## config.mk

```make
export PLATFORM = sky130hd
export DESIGN_NAME = acc_shift_i
export DESIGN_NICKNAME = d
export VERILOG_FILES = /design/src/rtl/acc_shift_i.sv
export SDC_FILE = /design/constraint.sdc
export NUM_CORES = 1
export LEC_CHECK = 0
export CORE_UTILIZATION = 50
export CTS_CLUSTER_SIZE = 28
export DETAILED_ROUTE_END_ITERATION = 8
export PLACE_DENSITY = 0.86
export SYNTH_ARGS = -nofsm -noshare
export SYNTH_HDL_FRONTEND = slang
export SYNTH_SLANG_ARGS = --single-unit
```

## constraint.sdc

```tcl
create_clock -name clk -period 2.7 [get_ports clk]
set_input_delay 0.405 -clock clk [delete_from_list [all_inputs] [get_ports clk]]
set_output_delay 0.405 -clock clk [all_outputs]
set_load 0.01 [all_outputs]
```

## src/rtl/acc_shift_i.sv

```systemverilog
// Accumulator Shift Unit I: sequences multi-place shift orders and drives the
// x1..x4 gating EMFs into Shift Unit II, one shift step per accumulator circulation.
module acc_shift_i #(
  parameter int CNT_W = 6
) (
  input  logic             clk,
  input  logic             rst_n,
  input  logic             acc_sync,
  input  logic             start,
  input  logic             dir,
  input  logic [CNT_W-1:0] places,
  output logic [3:0]       x,
  output logic             busy,
  output logic             done
);

  localparam logic [1:0] IDLE  = 2'd0;
  localparam logic [1:0] ARM   = 2'd1;
  localparam logic [1:0] SHIFT = 2'd2;

  // x=0000 would clear the accumulator, so every path lands on one of these
  localparam logic [3:0] X_CIRC  = 4'b0110;
  localparam logic [3:0] X_RIGHT = 4'b0101;
  localparam logic [3:0] X_LEFT  = 4'b1010;

  localparam logic [CNT_W-1:0] CNT_ZERO = {CNT_W{1'b0}};
  localparam logic [CNT_W-1:0] CNT_ONE  = CNT_W'(1'b1);

  logic [1:0]       state_r;
  logic [CNT_W-1:0] cnt_r;
  logic [CNT_W-1:0] places_r;
  logic             dir_r;
  logic [3:0]       x_r;
  logic             busy_r;
  logic             done_r;
  logic             places_zero_s;
  logic [3:0]       shift_code_s;

  assign places_zero_s = (places == CNT_ZERO);
  assign shift_code_s  = dir_r ? X_LEFT : X_RIGHT;

  // Order sequencing; x only moves on acc_sync edges so it never changes mid-circulation
  always_ff @(posedge clk) begin
    if (!rst_n) begin
      state_r  <= IDLE;
      cnt_r    <= CNT_ZERO;
      places_r <= CNT_ZERO;
      dir_r    <= 1'b0;
      x_r      <= X_CIRC;
      busy_r   <= 1'b0;
      done_r   <= 1'b0;
    end else begin
      done_r <= 1'b0;
      case (state_r)
        IDLE: begin
          if (start && !places_zero_s) begin
            dir_r    <= dir;
            places_r <= places;
            busy_r   <= 1'b1;
            state_r  <= ARM;
          end else if (start) begin
            done_r <= 1'b1;
          end else begin
            busy_r <= 1'b0;
          end
        end
        ARM: begin
          if (acc_sync) begin
            x_r     <= shift_code_s;
            cnt_r   <= places_r;
            state_r <= SHIFT;
          end else begin
            x_r <= X_CIRC;
          end
        end
        SHIFT: begin
          if (acc_sync && (cnt_r == CNT_ONE)) begin
            x_r     <= X_CIRC;
            busy_r  <= 1'b0;
            done_r  <= 1'b1;
            state_r <= IDLE;
          end else if (acc_sync) begin
            cnt_r <= cnt_r - CNT_ONE;
          end else begin
            cnt_r <= cnt_r;
          end
        end
        default: begin
          // unreachable encoding: fall back to a harmless circulate
          state_r <= IDLE;
          x_r     <= X_CIRC;
          busy_r  <= 1'b0;
          cnt_r   <= CNT_ZERO;
        end
      endcase
    end
  end

  assign x    = x_r;
  assign busy = busy_r;
  assign done = done_r;

endmodule

```

**Yosys cells after proc, flatten, opt, wreduce, memory -nomap -nowiden**

Cells that the tools add are included.

- $add $sub $neg: 1
- Multipliers: 0
- Div/mod/pow operators: 0
- Order comparisons: 0
- Equal/unequal tests: 9
- Shift-type cells: 0
- Multiplexer cells: 20
- Bitwise operators: 2
- Reductions and logical operators: 10

Operators with widths:

| kind | number |
|---|---|
| $mux 6 | 3 |
| $pmux 6 s3 | 1 |
| $mux 4 | 3 |
| $pmux 4 s3 | 1 |
| $ne 2x2->1 const B | 5 |
| $eq 6x1->1 const B | 1 |
| $logic_not 6->1 | 1 |
| $mux 1 | 6 |
| $mux 2 | 3 |
| $pmux 2 s3 | 1 |
| $reduce_and 3->1 | 2 |
| $sub 6x1->6 const B | 1 |
| $reduce_and 2->1 | 2 |
| $reduce_and 4->1 | 1 |
| $ne 3x3->1 const B | 1 |
| $pmux 1 s3 | 1 |
| $eq 2x1->1 const B | 1 |
| $eq 2x2->1 const B | 1 |
| $logic_and 1x1->1 | 2 |
| $logic_not 2->1 | 1 |
| $not 1->1 | 2 |
| $pmux 1 s2 | 1 |
| $logic_not 1->1 | 1 |

- Register bits after elaboration: 21
- Latch bits: 0
- Memory bits (writable): 0
- ROM bits: 0
- Input bits: 11
- Output and inout port bits: 6
- Memories kept: 0

**Depth between registers and ports, before layout**

- Depth after elaboration: 5
- Gate-level depth with buffers: 7
- Depth with buffers taken out: 6

**Least setup slack after synthesis**

OpenSTA, ideal clock, no wires.

- Path type: reg-to-reg
- Start point: register state_r[0]
- End point: register cnt_r[0]
- Arrival: 1626 ps
- Required time: 2629 ps
- Path slack: 1004 ps
- Stages on the path, launching flop included: 8
- Buffers on the path: 1
- Period minus slack after synthesis: 1696 ps
- Cell sequence: dfxtp_1 inv_1 ha_1 buf_6 o21bai_1 o21ai_4 or4b_1 a21oi_1

- Longest elaborated chain between the ends: 3

RTL lines:

| what | RTL line | text |
|---|---|---|
| from (decl) | 29 | `logic [1:0] state_r;` |
| from (signal assigned) | 45 | `state_r <= IDLE;` |
| from (signal assigned) | 60 | `state_r <= ARM;` |
| from (signal assigned) | 71 | `state_r <= SHIFT;` |
| $eq 2x2->1, or another cell as far along | 54 | `case (state_r)` |
| $ne 2x2->1 (no line) or $not 1->1 (tied branches) | -- |  |
| $reduce_and 4->1 (no line) | -- |  |
| to (signal assigned) | 70 | `cnt_r <= places_r;` |
| to (signal assigned) | 83 | `cnt_r <= cnt_r - CNT_ONE;` |
| to (signal assigned) | 85 | `cnt_r <= cnt_r;` |
| to (decl) | 30 | `logic [CNT_W-1:0] cnt_r;` |

Several ways; a longest one is shown, not always the timed one.
A chain may end at the register's enable or synchronous reset.

**Final worst setup path**

- Start point: register state_r[1]
- End point: register places_r[2]

- Longest elaborated chain between the ends: 2

RTL lines:

| what | RTL line | text |
|---|---|---|
| $logic_not 2->1 | 54 |  |
| $reduce_and 2->1 (no line) | -- |  |
| to (signal assigned) | 58 | `places_r <= places;` |
| to (decl) | 31 | `logic [CNT_W-1:0] places_r;` |

No other way between the ends.

==> results.md <==
STA:
- Setup repair after global routing left no endpoint under its margin.
- The worst-case headroom to the max-slew limit is 55.9%.
- The share of the cycle needed by the critical path after routing is 76.0%.
- For the pin with the worst max-slew slack, the measured transition is 0.655 ns.
- The hold violation count in the final report is 0.
- The number of max-slew violations in the final report came to 0.
- On the final layout, the worst clock skew is 0.0132 ns.
- The accumulated negative setup slack is 0 ns.
- Setup violations remaining at the end of the flow were counted as 0.
- The highest achievable clock rate is 487 MHz.
- The final critical-path required period is 2.05 ns.
- The post-route worst hold slack is 0.469 ns.

CTS:
- CTS saw 21 sinks.
- Once the clock tree was built, the setup fixing pass inserted 0 buffers.
- The post-cts gate resize count is 0.
- CTS built an H-tree with a depth of 1.
- TritonCTS built the clock tree.
- The later-pin clock latency in the skew report is 0.31 ns.
- In this run, CTS created clock tree buffers numbering 3.
- The clock slew at the register clock pins of the worst setup and hold paths is 0.12 ns.
- The largest buffer count on any clock path is 2.
- The count of hold-fix buffers inserted at cts is 0.
- The cell sitting at the root of the clock tree is a clkbuf_4.

Flow run:
- The number of violations of the max-capacitance limit is 0.

Final layout:
- Summing all non-filler instances in the final layout gives an area of 1340 um^2.
- The signed area change from the synthesized netlist to the final layout is 15.7%.
- At the end of the flow, the number of nets in the layout was 162.
- The final core utilization is 61.3%.
- Cells with a size suffix above 1 make up 5.56% of the layout.
- The filler-free cell count of the finished design is 172.
- 0 antenna diodes ended up in the layout.
- Counting the fill cells in the layout gives 194.

Placement:
- The wire-length estimate of the detail-placed layout is 1.96 mm.
- The final estimated routing congestion in global placement is 0.791.
- Input and output buffers added on the ports amount to 16.
- After detailed placement, the design holds a cell count of 168.
- In this run the cell area measured after placement is 1320 um^2.

Floorplanning:
- The floorplan has 17 rows.
- The I/O pin count is 17.
- The die covers 2520 um^2.
- The initial core utilization is 52.9%.
- Measured along the x axis, the die boundary spans 50.2 um.
- The core outline area is 2190 um^2.
- The die outline height is 50.2 um.

Pwr:
- The power per cell area is 791 nW/um^2.
- The leakage power total is 0.487 nW.
- IR analysis of the VDD net gives a maximum drop of 570 uV.

Hold path:
- For hold timing, the worst endpoint is places_r[4].
- The worst hold path begins at places_r[4].
- The hold-critical path depth is 2.
- The classification of the worst-slack hold path is reg -> reg.

Critical path:
- The critical register-to-register path startpoint is state_r[1].
- Along the worst path, the maximum fanout reaches 15.
- The required time of the critical path is 2.89 ns.
- The reg-to-reg endpoint is places_r[2].
- STA classifies the critical path endpoint as a flip-flop.
- The internal reg-to-reg setup slack is 0.65 ns.
- The cell depth of the worst flop-to-flop path is 6.
- Data arrives at the worst endpoint at 2.24 ns.
- STA classifies the critical path startpoint as a flip-flop.
- The critical path is of the reg -> reg type.

Drt:
- Dividing the detail-routed wire length by the instance count gives 15.0 um.
- The first detailed-routing pass took 4 iterations.
- Summing over every cut layer, the via total after detailed routing is 1,037.
- In this run the remaining antenna-violating nets after routing total 0.
- The ratio of routed vias to standard cells is 6.03.
- The remaining routing DRC violations is 0.
- The routed wire length is 2.57 mm.
- The DRC marker count from the first detailed-route iteration is 41.

GRT:
- The number of antenna violations at the first check in global routing is 0.
- Summed over all layers, the global routing overflow is 0.
- The largest net degree at the start of global routing is 16.
- The number of global-route vias before repair was 917.
- For this run, the total global-route usage over all layers was measured as 22.2%.
- The global-route wire length before repair is 4.15 mm.

Run status:
- The flow ran to the end, and the final reports show no timing, DRC or antenna violations.

Yosys:
- Yosys mapped the design onto 44 distinct sky130hd cell types.
- The count of flip-flops with a built-in enable after synthesis is 0.
- The net count after synthesis is 147.
- The share of flip-flops with an asynchronous set or reset after synthesis is 0%.
- Among all flip-flop cells after synthesis, the most frequent one is dfxtp_1.
- The sequential share of the synthesized area is 36.2%.
- The cell taking the most area after synthesis is dfxtp_1.
- The mean area per synthesized cell is 8.92 um^2.
- The synthesized design devotes to its leading area cell type 36.2% of total area.
- The total of warnings raised by yosys is 0.
- Among all cell types in the netlist, the one instantiated most often is dfxtp_1.
- The commonest cells after synthesis are dfxtp_1, nand2_1, inv_1.
- The post-synthesis sequential element count is 21.
- The area of the mapped netlist is 1160 um^2.
- Sorting the synthesized cells by area gives the leading types as dfxtp_1, ha_1, mux2i_1, nand2_1, a21oi_1.
- Synthesis produced a netlist whose cell count is 130.
## worst max path at each step
| stage | startpoint | endpoint | slack, ns |
|---|---|---|---|
| after floorplan | state_r[0] | cnt_r[0] | 1.00 |
| after CTS | state_r[1] | places_r[2] | 0.65 |
| after detailed placement | places[0] | places_r[2] | 0.61 |
| final | state_r[1] | places_r[2] | 0.65 |
| after global routing | state_r[1] | dir_r | 0.51 |
| after global placement | places[0] | places_r[2] | 0.67 |
## flip-flops by register name, indices dropped and copies added, names as in the netlist
signal    count
cnt_r         6
state_r       2
done          1
places_r      6
dir_r         1
busy          1
x             4
## logic make-up (layout without fill, tap and decap cells)
kind of cell,count (synthesis),count (layout),synth area share (%)
DFF,21,21,36.2
muxes,6,6,5.18
adders and majority gates,6,6,6.47
AOI/OAI and AO/OA,35,35,23.4
buffers and inverters,16,30,6.58
xor gates and xnor gates,3,3,2.27
and+or+nand+nor,43,43,19.8
## critical path, stage by stage, from the launching register on
cell,delay [ns]
dfxtp_1,0.35
inv_1,0.10
ha_1,0.51
nand2_1,0.21
a21oi_1,0.45
mux2i_1,0.24
nor2_1,0.06
## report_power, final
group	switching, mW	total [mW]	internal, mW
Sequential	0.0367	0.392	0.356
Clock	0.0958	0.154	0.0578
Combinational	0.294	0.516	0.222
Total	0.427	1.06	0.635
## stage by stage
stage                     setup slack [ns]  power, mW
after floorplan                       1.00      0.789
after global placement               0.671      0.885
after detailed placement             0.611      0.911
after CTS                            0.653       1.07
after global routing                 0.509       1.12
final                                0.647       1.06
## per-layer routing
layer | global-route usage (%) | vias to the layer above | part of all wire (%)
li1 | - | 502 | -
met1 | 27.0 | 482 | 44
met2 | 36.9 | 45 | 47
met3 | 5.76 | 8 | 6.8
met4 | 8.57 | 0 | 2.4
met5 | 0 | - | 0
## layout make-up
cell class                      count  area [um^2]  share of cell area [%]
Sequential cell                    21          420                    31.3
Clock buffer                        4         26.3                    1.96
Inverter                           10         37.5                    2.80
Multi-Input combinational cell     93          663                    49.4
Tap cell                           28         35.0                    2.61
Timing Repair Buffer               16          160                    11.9
## cell usage in the layout (no fill, tap or decap), types with 2 or more instances in the layout
cell type / count
o21ai_0: 5
a32o_1: 2
dfxtp_1: 21
nand4_1: 2
clkbuf_4: 3
ha_1: 6
a32oi_1: 2
clkdlybuf4s50_1: 16
nor3_1: 2
nor4_1: 3
xnor2_1: 2
nor2_1: 7
or4b_1: 2
mux2i_1: 6
a21oi_1: 8
nand2_1: 15
inv_1: 10
or3_1: 3
a22oi_1: 2
nand3_1: 2
nand3b_1: 2
(Power assumes the default switching activity.)
